--- src/rtl/ppu_vram_arb.sv ---
// PPU VRAM bus arbiter: renderer fetches (bg > spr) pre-empt a single queued CPU 0x2007 access.
// Optional `PPU_VRAM_ARB_RDBUF_EN selects 0x2007 read-buffer emulation.
module ppu_vram_arb (
  input  logic        clk_in,
  input  logic        rst_n_in,
  input  logic        render_en_in,
  input  logic        bg_req_in,
  input  logic [13:0] bg_a_in,
  input  logic        spr_req_in,
  input  logic [13:0] spr_a_in,
  input  logic        ri_req_in,
  input  logic        ri_wr_in,
  input  logic [13:0] ri_a_in,
  input  logic [7:0]  ri_d_in,
  input  logic [7:0]  vram_d_in,
  output logic [13:0] vram_a_out,
  output logic [7:0]  vram_d_out,
  output logic        vram_wr_out,
  output logic        bg_gnt_out,
  output logic        spr_gnt_out,
  output logic        ri_busy_out,
  output logic        ri_done_out,
  output logic [7:0]  ri_rd_data_out,
  output logic        ri_ovf_out
);

  localparam logic [1:0] ST_IDLE = 2'd0;
  localparam logic [1:0] ST_PEND = 2'd1;
  localparam logic [1:0] ST_ACC  = 2'd2;
  localparam logic [1:0] ST_DONE = 2'd3;

  logic [1:0]  state_q, state_d;
  logic        wr_q;
  logic [13:0] a_q;
  logic [7:0]  d_q;
  logic [7:0]  rd_q;
  logic        ovf_q;

  logic bg_gnt, spr_gnt, render_gnt;
  logic busy, accept, cpu_acc, rd_cap;

  assign bg_gnt     = render_en_in & bg_req_in;
  assign spr_gnt    = render_en_in & spr_req_in & ~bg_req_in;
  assign render_gnt = bg_gnt | spr_gnt;

  // DONE is not busy, so a request arriving there is accepted back-to-back
  assign busy    = (state_q == ST_PEND) | (state_q == ST_ACC);
  assign accept  = ri_req_in & ~busy;
  assign cpu_acc = (state_q == ST_ACC) & ~render_gnt;
  assign rd_cap  = cpu_acc & ~wr_q;

  always_comb begin
    state_d = state_q;
    case (state_q)
      ST_IDLE: if (accept) state_d = ST_PEND;
      ST_PEND: if (!render_gnt) state_d = ST_ACC;
      ST_ACC:  if (!render_gnt) state_d = ST_DONE;
      ST_DONE: state_d = accept ? ST_PEND : ST_IDLE;
      default: state_d = ST_IDLE;
    endcase
  end

  always_ff @(posedge clk_in or negedge rst_n_in) begin
    if (!rst_n_in) begin
      state_q <= ST_IDLE;
      wr_q    <= 1'b0;
      a_q     <= '0;
      d_q     <= '0;
      ovf_q   <= 1'b0;
    end else begin
      state_q <= state_d;
      if (accept) begin
        wr_q <= ri_wr_in;
        a_q  <= ri_a_in;
        d_q  <= ri_d_in;
      end
      if (ri_req_in && busy) ovf_q <= 1'b1;
    end
  end

`ifdef PPU_VRAM_ARB_RDBUF_EN
  logic [7:0] rdbuf_q;

  // Palette space bypasses the delay buffer, but the buffer still reloads
  always_ff @(posedge clk_in or negedge rst_n_in) begin
    if (!rst_n_in) begin
      rdbuf_q <= '0;
      rd_q    <= '0;
    end else if (rd_cap) begin
      rdbuf_q <= vram_d_in;
      rd_q    <= (a_q < 14'h3F00) ? rdbuf_q : vram_d_in;
    end
  end
`else
  always_ff @(posedge clk_in or negedge rst_n_in) begin
    if (!rst_n_in) rd_q <= '0;
    else if (rd_cap) rd_q <= vram_d_in;
  end
`endif

  assign vram_a_out     = bg_gnt ? bg_a_in : (spr_gnt ? spr_a_in : a_q);
  assign vram_d_out     = d_q;
  assign vram_wr_out    = cpu_acc & wr_q;
  assign bg_gnt_out     = bg_gnt;
  assign spr_gnt_out    = spr_gnt;
  assign ri_busy_out    = busy;
  assign ri_done_out    = (state_q == ST_DONE);
  assign ri_rd_data_out = rd_q;
  assign ri_ovf_out     = ovf_q;

endmodule

--- config.mk ---
export PLATFORM = sky130hd
export DESIGN_NAME = ppu_vram_arb
export DESIGN_NICKNAME = d
export VERILOG_FILES = /design/src/rtl/ppu_vram_arb.sv
export SDC_FILE = /design/constraint.sdc
export NUM_CORES = 1
export LEC_CHECK = 0
export CAP_MARGIN = 15
export CORE_MARGIN = 1.5
export CORE_UTILIZATION = 43
export CTS_BUF_LIST = sky130_fd_sc_hd__clkbuf_2 sky130_fd_sc_hd__clkbuf_4 sky130_fd_sc_hd__clkbuf_8
export DETAILED_ROUTE_END_ITERATION = 8
export PLACE_DENSITY = 0.95
export SYNTH_ARGS = -nofsm -noshare
export SYNTH_HDL_FRONTEND = slang
export SYNTH_SLANG_ARGS = --single-unit
--- constraint.sdc ---
create_clock -name clk_in -period 3.7 [get_ports clk_in]
set_input_delay 1.11 -clock clk_in [delete_from_list [all_inputs] [get_ports clk_in]]
set_output_delay 1.11 -clock clk_in [all_outputs]
set_load 0.005 [all_outputs]
After elaboration in Yosys (flattened, before gate mapping)
Index checks and enable logic that the tools add are counted.
{"block": "totals", "elab_cells": 35, "register_bits": 34, "output_inout_bits": 36}
{"block": "classes", "reduce_logical": 3, "bitwise_logic": 13, "eq_ne": 6, "n_mux": 7}
{"op": "two-way mux 14 bit", "count": 2}
{"op": "case mux 2 bit (4 select lines)", "count": 1}
{"op": "bitwise AND 1 bit", "count": 7}
{"op": "two-way mux 2 bit", "count": 3}
{"op": "!= test 2 bit (second input constant)", "count": 3}
{"op": "equality test 2 bit (second input constant)", "count": 2}
{"op": "inverter 1 bit", "count": 4}
{"op": "AND reduction 3 bit", "count": 1}
{"op": "equality test 2 x 1 -> 1 bit (second input constant)", "count": 1}
{"op": "zero test 2 bit", "count": 1}
{"op": "OR 1 bit", "count": 2}
{"op": "logical AND 1 bit", "count": 1}
{"op": "two-way mux 1 bit", "count": 1}

Depth between registers and ports, before layout
Gate-level depths: netlist of run 1.
{"block": "logic_depth", "ltp_word": 6, "depth_mapped": 7, "ltp_nobuf": 5}

Worst setup path before layout of run 1
No wires, ideal clock.
{"block": "synth_path", "path_type": "input-to-output", "start": "input spr_req_in", "end": "output vram_wr_out", "t_required_ps": 2590, "t_arrival_ps": 1820, "path_stages": 4, "path_buffers": 2, "slack_ps": 770, "path_cell_list": "buf_6 > o21ai_4 > buf_2 > and3_1"}
{"block": "synth_via", "elab_chain_cells": 6}
{"item": "start, declared", "line": "9", "rtl": "input logic spr_req_in,"}
{"item": "bitwise AND 1 bit (2 in series)", "line": "43", "rtl": "assign spr_gnt = render_en_in & spr_req_in & ~bg_req_in;"}
{"item": "OR 1 bit", "line": "44", "rtl": "assign render_gnt = bg_gnt | spr_gnt;"}
{"item": "inverter 1 bit", "line": "49", "rtl": "assign cpu_acc = (state_q == ST_ACC) & ~render_gnt;"}
{"item": "bitwise AND 1 bit", "line": "49"}
{"item": "bitwise AND 1 bit", "line": "103", "rtl": "assign vram_wr_out = cpu_acc & wr_q;"}
{"item": "end, declared", "line": "18", "rtl": "output logic vram_wr_out,"}
Every way passes these cells.

Worst setup path in the final report of run 1
{"block": "layout_path", "start": "input bg_req_in", "end": "output vram_a_out[4]"}
{"block": "layout_via", "elab_chain_cells": 4, "elab_cells_between_ends": 5, "classes_between": "2 x mux; 3 x bitwise"}
{"item": "start, declared", "line": "7", "rtl": "input logic bg_req_in,"}
{"item": "inverter 1 bit", "line": "43"}
{"item": "bitwise AND 1 bit", "line": "43"}
{"item": "two-way mux 14 bit", "line": "101", "rtl": "assign vram_a_out = bg_gnt ? bg_a_in : (spr_gnt ? spr_a_in : a_q);"}
{"item": "two-way mux 14 bit *", "line": "101"}
{"item": "end, declared", "line": "16", "rtl": "output logic [13:0] vram_a_out,"}
Every way passes the cells marked *; elsewhere a longest branch is shown, timed or not.

==> impl_metrics.json, run 1 <==
{
  "run_status": "completed",
  "cts_tree": "done",
  "worstHoldPathType": "register to register",
  "setup_violations": 0,
  "synth.distinct_cells": 26,
  "numCtsBuffers": 5,
  "chipHeight_um": 67.91,
  "fillerInstances": 298,
  "n_antenna_cell": 0,
  "crit_fanout": 20,
  "port_buffers": 100,
  "dominantRegCellSynth": "dfrtp_1",
  "syn_avg_cell_area_um2": 11.54,
  "max_slew_margin_pct": 50.62,
  "dr_total_vias": 1605,
  "place_ws_ps": -140.4,
  "clock-sinks": 34,
  "fin_skew_ps": 10.64,
  "netlist_instances": 157,
  "grt_max_degree": 35,
  "final_core_util_pct": 73.79,
  "grt_pass1_vias": 1544,
  "synth-seq-cells": 34,
  "placedCellCount": 303,
  "die_area_um2": 4612,
  "start_util_pct": 44.97,
  "period_share_pct": 96.08,
  "area_growth_pct": 64.09,
  "drt_iter0_markers": 39,
  "cts-root-buf": "clkbuf_8",
  "ios": 101,
  "synth_top_area_share_pct": 46.96,
  "layout.nets": 330,
  "core_um2": 4029,
  "crit_type": "input pin to primary output",
  "rows": 23,
  "antenna_found_initial": 0,
  "dr.pass1.iters": 4,
  "gp_congestion": 0.7430,
  "drt_wl_total_mm": 4.488,
  "yosysMostFrequentCell": "dfrtp_1",
  "synth.cell_area_um2": 1812,
  "seq_area_um2": 850.8,
  "crit_required_ps": 2590,
  "critPathLaunchType": "input pin",
  "final_cells": 311,
  "cts_setup_buffers": 0,
  "antenna_left": 0,
  "vdd_ir_drop_max_uv": 391.4,
  "crit_path_end_kind": "primary output",
  "crit_chain": "dlygate4sd2_1 > buf_6 > nand3b_1 > nand2_1 > a22o_1 > clkdlybuf4s50_1",
  "drc": 0,
  "rsz0062_at_grt": "false",
  "synth_edf_count": 0,
  "synth_area_leader_cell": "dfrtp_1",
  "drive_gt1_share_pct": 19.16,
  "routed_via_density": 5.161,
  "synth_fp_nets": 227,
  "dp_hpwl_mm": 3.365,
  "wl_per_cell_um": 14.43,
  "worst_slack_ps": 145.2,
  "drv_slew": 0,
  "htreeDepth": 2,
  "grt_pass1_wl_mm": 6.651,
  "yosys_warnings": 0,
  "holdBufCountCts": 0,
  "power.density_nw_per_um2": 642.5,
  "clock_path_buffers": 2,
  "finalCriticalPeriod_ps": 3555,
  "leakage_uw": 0.001307,
  "grt_usage_pct": 19.26,
  "clk_latency_ps": 280,
  "netlist_top_cells_area": "dfrtp_1 47%, mux2_2 19%, a22o_1 6.8%, nand2_1 5.8%, nand3b_1 5.8%",
  "worst_pin_slew_ps": 740.6,
  "ys_seq_area_share_pct": 46.96,
  "fmax_ghz": 0.2813,
  "overflow": 0,
  "die_w_um": 67.91,
  "slowest_stage": "clkdlybuf4s50_1",
  "clk_pin_slew_ps": 60,
  "finalSetupTns_ps": 0,
  "async_reset_ff_share_pct": 100.0,
  "crit_arrival_ps": 2440,
  "netlist_top_cells_count": "34 x dfrtp_1, 31 x mux2_2, 28 x nand2_1, 14 x a22o_1, 14 x nand3b_1",
  "maxCapViolCount": 0,
  "report.final.hold_viol_count": 0,
  "multiInputGateArea_um2": 884.6,
  "critical-path-max-stage-delay_ps": 500,
  "p_total_uw": 1910
}
-- where the power goes --
group	total, uW	switching [uW]	internal, uW
clock network	284	126	157
logic	968	319	649
registers	658	95.7	562
-- worst max-delay path, delay by kind of cell --
family | cells | cell delay [ps]
AOI/OAI and AO/OA | 1 | 140
buffers and inverters | 3 | 970
and+or+nand+nor | 2 | 220
-- timing repair --
action	in CTS	in global routing
pin swaps	0	0
gates resized for setup	3	2
endpoints found under the setup margin	15	16
-- layout by cell type, fill, tap and decap left out, types with 2 or more instances in the layout --
master | netlist | final
buf_6 | 2 | 2
dfrtp_1 | 34 | 34
ha_1 | 5 | 5
dlygate4sd2_1 | 0 | 2
nand3b_1 | 14 | 14
clkdlybuf4s50_1 | 0 | 96
inv_1 | 3 | 3
clkbuf_8 | 0 | 6
mux2_2 | 31 | 31
and3b_1 | 2 | 2
buf_4 | 1 | 4
nand2_1 | 28 | 28
a22o_1 | 14 | 14
nor2_1 | 2 | 2
-- layout make-up --
type	instances	area share, %
multi-input combinational	109	29.76
clock buffer	7	3.030
sequential	34	28.62
timing repair buffer	107	35.94
inverter	3	0.3788
tap	50	2.104
clock inverter	1	0.1684
-- metal layers --
layer	track usage, %	vias to the layer above	part of all wire (%)
li1	-	760	-
met5	0	-	0
met2	34.31	68	49
met3	6.908	7	10
met4	6.500	0	1.1
met1	21.22	770	40
-- final timing paths --
path                       startpoint            end  slack, ps  cells after the start
min                        ri_ovf_out     ri_ovf_out        470                      1
max                         bg_req_in  vram_a_out[4]        150                      6
max reg2reg                state_q[1]  vram_d_out[2]       1920                      4
max in group asynchronous    rst_n_in  vram_d_out[0]       2330                      1
min in group asynchronous    rst_n_in         a_q[1]        890                      1
min reg2reg                ri_ovf_out     ri_ovf_out        470                      1
-- registers in the layout (all words and copies together), names as in the netlist --
register        flops
a_q                14
ri_ovf_out          1
ri_rd_data_out      8
state_q             2
vram_d_out          8
wr_q                1
-- cell families (layout without fill, tap and decap cells) --
logic type / Yosys count / in the layout / synth area share, %
adder cells (fa/ha/maj): 5 / 5 / 3.453
AND/OR/NAND/NOR: 51 / 51 / 15.47
multiplexers: 31 / 31 / 19.27
flip-flops: 34 / 34 / 46.96
AO/OA/AOI/OAI: 22 / 22 / 10.64
buffers and inverters: 14 / 118 / 4.213
-- stage by stage --
stage	hold WS [ps]	cell area [um2]
after detailed placement	455.5	2870
after global routing	484.4	2973
after global placement	446.0	2870
final	466.9	2973
after floorplan	451.0	1812
after CTS	470.1	2967
Power figures use the tool's default switching activity.
==> run 2: changes to the inputs <==
CORE_UTILIZATION = 41   (was 43)
CTS_BUF_LIST = default   (was sky130_fd_sc_hd__clkbuf_2 sky130_fd_sc_hd__clkbuf_4 sky130_fd_sc_hd__clkbuf_8)
HOLD_SLACK_MARGIN = 0.03   (was default)
PLACE_DENSITY = 0.92   (was 0.95)
==> run 2 against run 1 <==
Net effect: clock power rose by 21%; count of clock-buffer cells in the layout down 2; final cell count grew 0.64%; combinational power is 0.5% higher; global-route usage up 0.48 points; power is 3.6% higher; core utilization down 0.76 points; first-iteration DRC count fell by 7.7%; cell area rose by 1.1%; highest routed layer unchanged.
==> impl_metrics.json, run 2 (synthesis results as in run 1) <==
{
  "run_status": "completed",
  "routed_via_density": 5.153,
  "cts-root-buf": "clkbuf_8",
  "regMostFlops": "a_q",
  "rsz0062_at_grt": "false",
  "p_sw_uw": 565.9,
  "worst_pin_slew_ps": 741.4,
  "r2r-start": "state_q[0]",
  "layout.nets": 332,
  "antenna_left": 0,
  "wl_met1_mm": 1.931,
  "grt_pass1_wl_mm": 7.569,
  "final_common_cell": "clkdlybuf4s50_1",
  "critPathLaunchType": "input pin",
  "dr.pass1.iters": 4,
  "period_share_pct": 95.87,
  "intPower_uw": 1413,
  "power.density_nw_per_um2": 658.4,
  "routed.top_layer": "met4",
  "chipHeight_um": 69.48,
  "crit_arrival_ps": 2440,
  "clk_pin_slew_ps": 70,
  "maxCapViolCount": 0,
  "met2_length_mm": 2.174,
  "port_buffers": 100,
  "vdd_ir_drop_max_uv": 471.0,
  "gp_congestion": 0.7962,
  "worst_hold_slack_ps": 465.7,
  "crit_required_ps": 2590,
  "p_comb_share_pct": 49.2,
  "area_growth_pct": 65.88,
  "r2r-end": "state_q[0]",
  "start_util_pct": 44.03,
  "swShare_pct": 28.60,
  "layout_common_cells": "96 x clkdlybuf4s50_1, 34 x dfrtp_1, 31 x mux2_2",
  "core_um2": 4115,
  "reg2reg_slack_ps": 1870,
  "n_antenna_cell": 0,
  "cp.depth": 6,
  "grt_max_degree": 35,
  "htreeDepth": 2,
  "p_seq_share_pct": 33.4,
  "place_area_um2": 2873,
  "crit_path_end_kind": "primary output",
  "largest_reg_flops": 14,
  "critical-path-max-stage-delay_ps": 500,
  "cts_tree": "done",
  "fmax_ghz": 0.2819,
  "max_slew_margin_pct": 50.57,
  "crit_type": "input pin to primary output",
  "ios": 101,
  "final_cells": 313,
  "finalCriticalPeriod_ps": 3547,
  "grt_usage_pct": 19.74,
  "die_w_um": 69.48,
  "grt_pass1_vias": 1611,
  "drt_wl_total_mm": 4.638,
  "slowest_stage": "clkdlybuf4s50_1",
  "leakage_uw": 0.001314,
  "fillerInstances": 311,
  "rows": 23,
  "dr_total_vias": 1613,
  "numCtsBuffers": 5,
  "drt_iter0_markers": 36,
  "drc": 0,
  "antenna_found_initial": 0,
  "wl_met3_um": 465,
  "clock-sinks": 34,
  "placedCellCount": 305,
  "die_area_um2": 4827,
  "clock_path_buffers": 2,
  "setup_violations": 0,
  "wl_per_cell_um": 14.82,
  "holdBufCountCts": 0,
  "dp_hpwl_mm": 3.396,
  "drive_gt1_share_pct": 19.77,
  "overflow": 0,
  "clk_latency_ps": 290,
  "cp_top_family": "buffers and inverters",
  "crit_chain": "dlygate4sd2_1 > buf_6 > nand3b_1 > nand2_1 > a22o_1 > clkdlybuf4s50_1",
  "startpoint": "bg_req_in",
  "report.final.hold_viol_count": 0,
  "crit_fanout": 17,
  "fin_skew_ps": 4.102,
  "r2r.worst_path.cells": 5,
  "drv_slew": 0,
  "design_area_um2": 3005,
  "p_total_uw": 1979,
  "worstSetupEndpoint": "vram_a_out[7]",
  "crit_buf_inv": 3,
  "worstHoldPathType": "register to register",
  "clkPwrFrac_pct": 17.4
}
-- run 2: cell count changes in the layout (fill, tap and decap cells not counted), sizes merged --
cell,before,now
buf,8,10
clkinv,1,0
clkinvlp,0,2
clkbuf,7,5
bufinv,0,1
-- run 2: layout make-up --
cell class / instances / area, um2 / area share [%]
inverter: 3 / 11.26 / 0.3747
clock buffer: 5 / 68.82 / 2.290
tap: 50 / 62.56 / 2.082
sequential: 34 / 850.8 / 28.31
clock inverter: 3 / 45.04 / 1.499
multi-input combinational: 109 / 884.6 / 29.43
timing repair buffer: 109 / 1082 / 36.01
-- run 2: worst min-delay path by stage --
stage                           from         end  slack [ps]  depth (start not counted)
after floorplan           ri_ovf_out  ri_ovf_out         450                          1
after global placement    ri_ovf_out  ri_ovf_out         440                          1
after detailed placement  ri_ovf_out  ri_ovf_out         460                          1
after CTS                 ri_ovf_out  ri_ovf_out         480                          1
after global routing      ri_ovf_out  ri_ovf_out         490                          1
final                     ri_ovf_out  ri_ovf_out         470                          1
-- run 2: per-stage QoR --
stage | setup TNS [ps] | setup slack (ps) | util (%)
CTS | 0 | 27.74 | 72.88
global route | 0 | 71.73 | 73.03
finish | 0 | 152.8 | 73.03
floorplan | 0 | 770.0 | -
global placement | -1045 | -90.09 | 69.81
detailed placement | -1301 | -112.6 | 69.81
-- run 2: per-layer routing --
metal  track usage, %  up-vias
li1                 -      764
met1            23.70      766
met2            32.26       76
met3            8.721        7
met4            5.229        0
met5                0        -
-- run 2: power groups by stage --
stage	Combinational, uW	Clock [uW]	Sequential, uW
floorplan	512	0	655
global placement	952	0	655
detailed placement	975	0	668
CTS	985	352	661
global route	1050	374	684
finish	973	345	660
-- run 2: repair_timing --
| action | in CTS | in global routing |
|---|---|---|
| resized for setup | 6 | 2 |
| endpoints found under the setup margin | 15 | 6 |
| buffers inserted | 0 | 0 |
==> run 3: changes to the inputs <==
CORE_MARGIN = default   (was 1.5)
SLEW_MARGIN = 15   (was default)
==> run 3 against run 2 <==
Net effect: fmax decreased by 2.4%; highest routed layer unchanged; combinational power about the same; routed wire length decreased by 1.2%; sequential power about the same.
==> impl_metrics.json, run 3 (synthesis results as in run 1) <==
{
  "max_slew_margin_pct": 49.67,
  "clock_path_buffers": 2,
  "vdd_ir_drop_max_uv": 477.3,
  "report.final.hold_viol_count": 0,
  "cts_setup_buffers": 0,
  "dr.pass1.iters": 4,
  "htreeDepth": 2,
  "clk_latency_ps": 280,
  "setup_violations": 0,
  "crit_path_end_kind": "primary output",
  "routed_via_density": 5.045,
  "leakage_uw": 0.001307,
  "clock-sinks": 34,
  "antenna_found_initial": 0,
  "drive_gt1_share_pct": 19.70,
  "wl_per_cell_um": 14.59,
  "chipHeight_um": 68.48,
  "period_share_pct": 98.25,
  "gp_congestion": 0.7682,
  "clk_pin_slew_ps": 60,
  "grt_usage_pct": 20.44,
  "dr_total_vias": 1584,
  "worst_pin_slew_ps": 755.0,
  "critPathLaunchType": "input pin",
  "rsz0062_at_grt": "false",
  "regMostFlops": "a_q",
  "crit_arrival_ps": 2530,
  "cts_tree": "done",
  "drt_iter0_markers": 40,
  "place_area_um2": 2893,
  "largest_reg_flops": 14,
  "area_growth_pct": 64.50,
  "run_status": "completed",
  "drc": 0,
  "grt_pass1_wl_mm": 6.989,
  "finalCriticalPeriod_ps": 3635,
  "grt_max_degree": 35,
  "design_area_um2": 2980,
  "cts-root-buf": "clkbuf_8",
  "crit_required_ps": 2590,
  "start_util_pct": 44.03,
  "grt_pass1_vias": 1619,
  "dp_hpwl_mm": 3.446,
  "antenna_left": 0,
  "maxCapViolCount": 0,
  "final_common_cell": "clkdlybuf4s50_1",
  "die_w_um": 68.48,
  "port_buffers": 100,
  "core_um2": 4115,
  "n_antenna_cell": 0,
  "die_area_um2": 4689,
  "fmax_ghz": 0.2751,
  "fin_skew_ps": 4.698,
  "ios": 101,
  "worstHoldPathType": "register to register",
  "layout.nets": 333,
  "overflow": 0,
  "drv_slew": 0,
  "crit_type": "input pin to primary output",
  "numCtsBuffers": 5,
  "crit_fanout": 12,
  "layout_common_cells": "96 x clkdlybuf4s50_1, 34 x dfrtp_1, 31 x mux2_2",
  "power.density_nw_per_um2": 639.6,
  "drt_wl_total_mm": 4.582,
  "rows": 23,
  "worst_hold_slack_ps": 459.3
}
run 3: changes by cell type in the layout (fill, tap and decap cells not counted), sizes merged:
cell,previous run,this run
clkbuf,5,7
clkinvlp,2,0
buf,10,11
bufinv,1,0
clkinv,0,1
dlygate4sd2,2,3
dlymetal6s2s,1,0
run 3: worst max-delay path, stage by stage:
cell and delay [ps]:
dlygate4sd2_1 310, buf_4 210, nand3b_1 160, nand2_1 70
a22o_1 150, clkdlybuf4s50_1 510
run 3: final timing paths:
kind / slack [ps] / end / start / depth (start not counted)
worst min register to register: 460 / ri_ovf_out / ri_ovf_out / 1
worst max register to register: 1890 / state_q[0] / state_q[0] / 5
worst max-delay path: 60 / vram_a_out[3] / bg_req_in / 6
worst min-delay path: 460 / ri_ovf_out / ri_ovf_out / 1
min in group asynchronous: 900 / a_q[0] / rst_n_in / 1
max in group asynchronous: 2320 / vram_d_out[1] / rst_n_in / 1
run 3: area by class of cell:
cell class / count / area (um2)
fill: 311 / 1135
timing repair buffer: 110 / 1080
multi-input combinational: 109 / 884.6
sequential: 34 / 850.8
clock buffer: 7 / 86.33
tap: 50 / 62.56
inverter: 3 / 11.26
clock inverter: 1 / 5.005
run 3: stage by stage:
step / TNS, ps / total power [uW] / std cells / util, % / setup slack, ps
after floorplan: 0 / 1168 / 157 / - / 770.0
after global placement: -1294 / 1608 / 306 / 70.29 / -99.28
after detailed placement: -1827 / 1648 / 306 / 70.29 / -183.5
after CTS: 0 / 1935 / 314 / 72.42 / 72.25
after global routing: 0 / 2043 / 314 / 72.42 / 1.672
final: 0 / 1906 / 314 / 72.42 / 64.80
run 3: routing by layer:
| metal | share of wire, % | vias up | global-route usage, % | wire length, um |
|---|---|---|---|---|
| met5 | 0 | - | 0 | 0 |
| met4 | 1.5 | 0 | 5.990 | 69 |
| met3 | 11 | 8 | 8.333 | 519 |
| met2 | 49 | 74 | 37.50 | 2268 |
| met1 | 38 | 737 | 20.99 | 1725 |
| li1 | - | 765 | - | - |
run 3: power breakdown:
group | leakage [uW] | switching (uW) | total (uW) | internal [uW]
clock network | 0.0000482 | 125 | 275 | 150
logic | 0.000861 | 320 | 971 | 651
registers | 0.000398 | 97.7 | 660 | 563
run 3: timing repair:
item | CTS | global route
endpoints found under the setup margin | 16 | 0
gates resized for setup | 3 | 0
hold buffers | 0 | 0
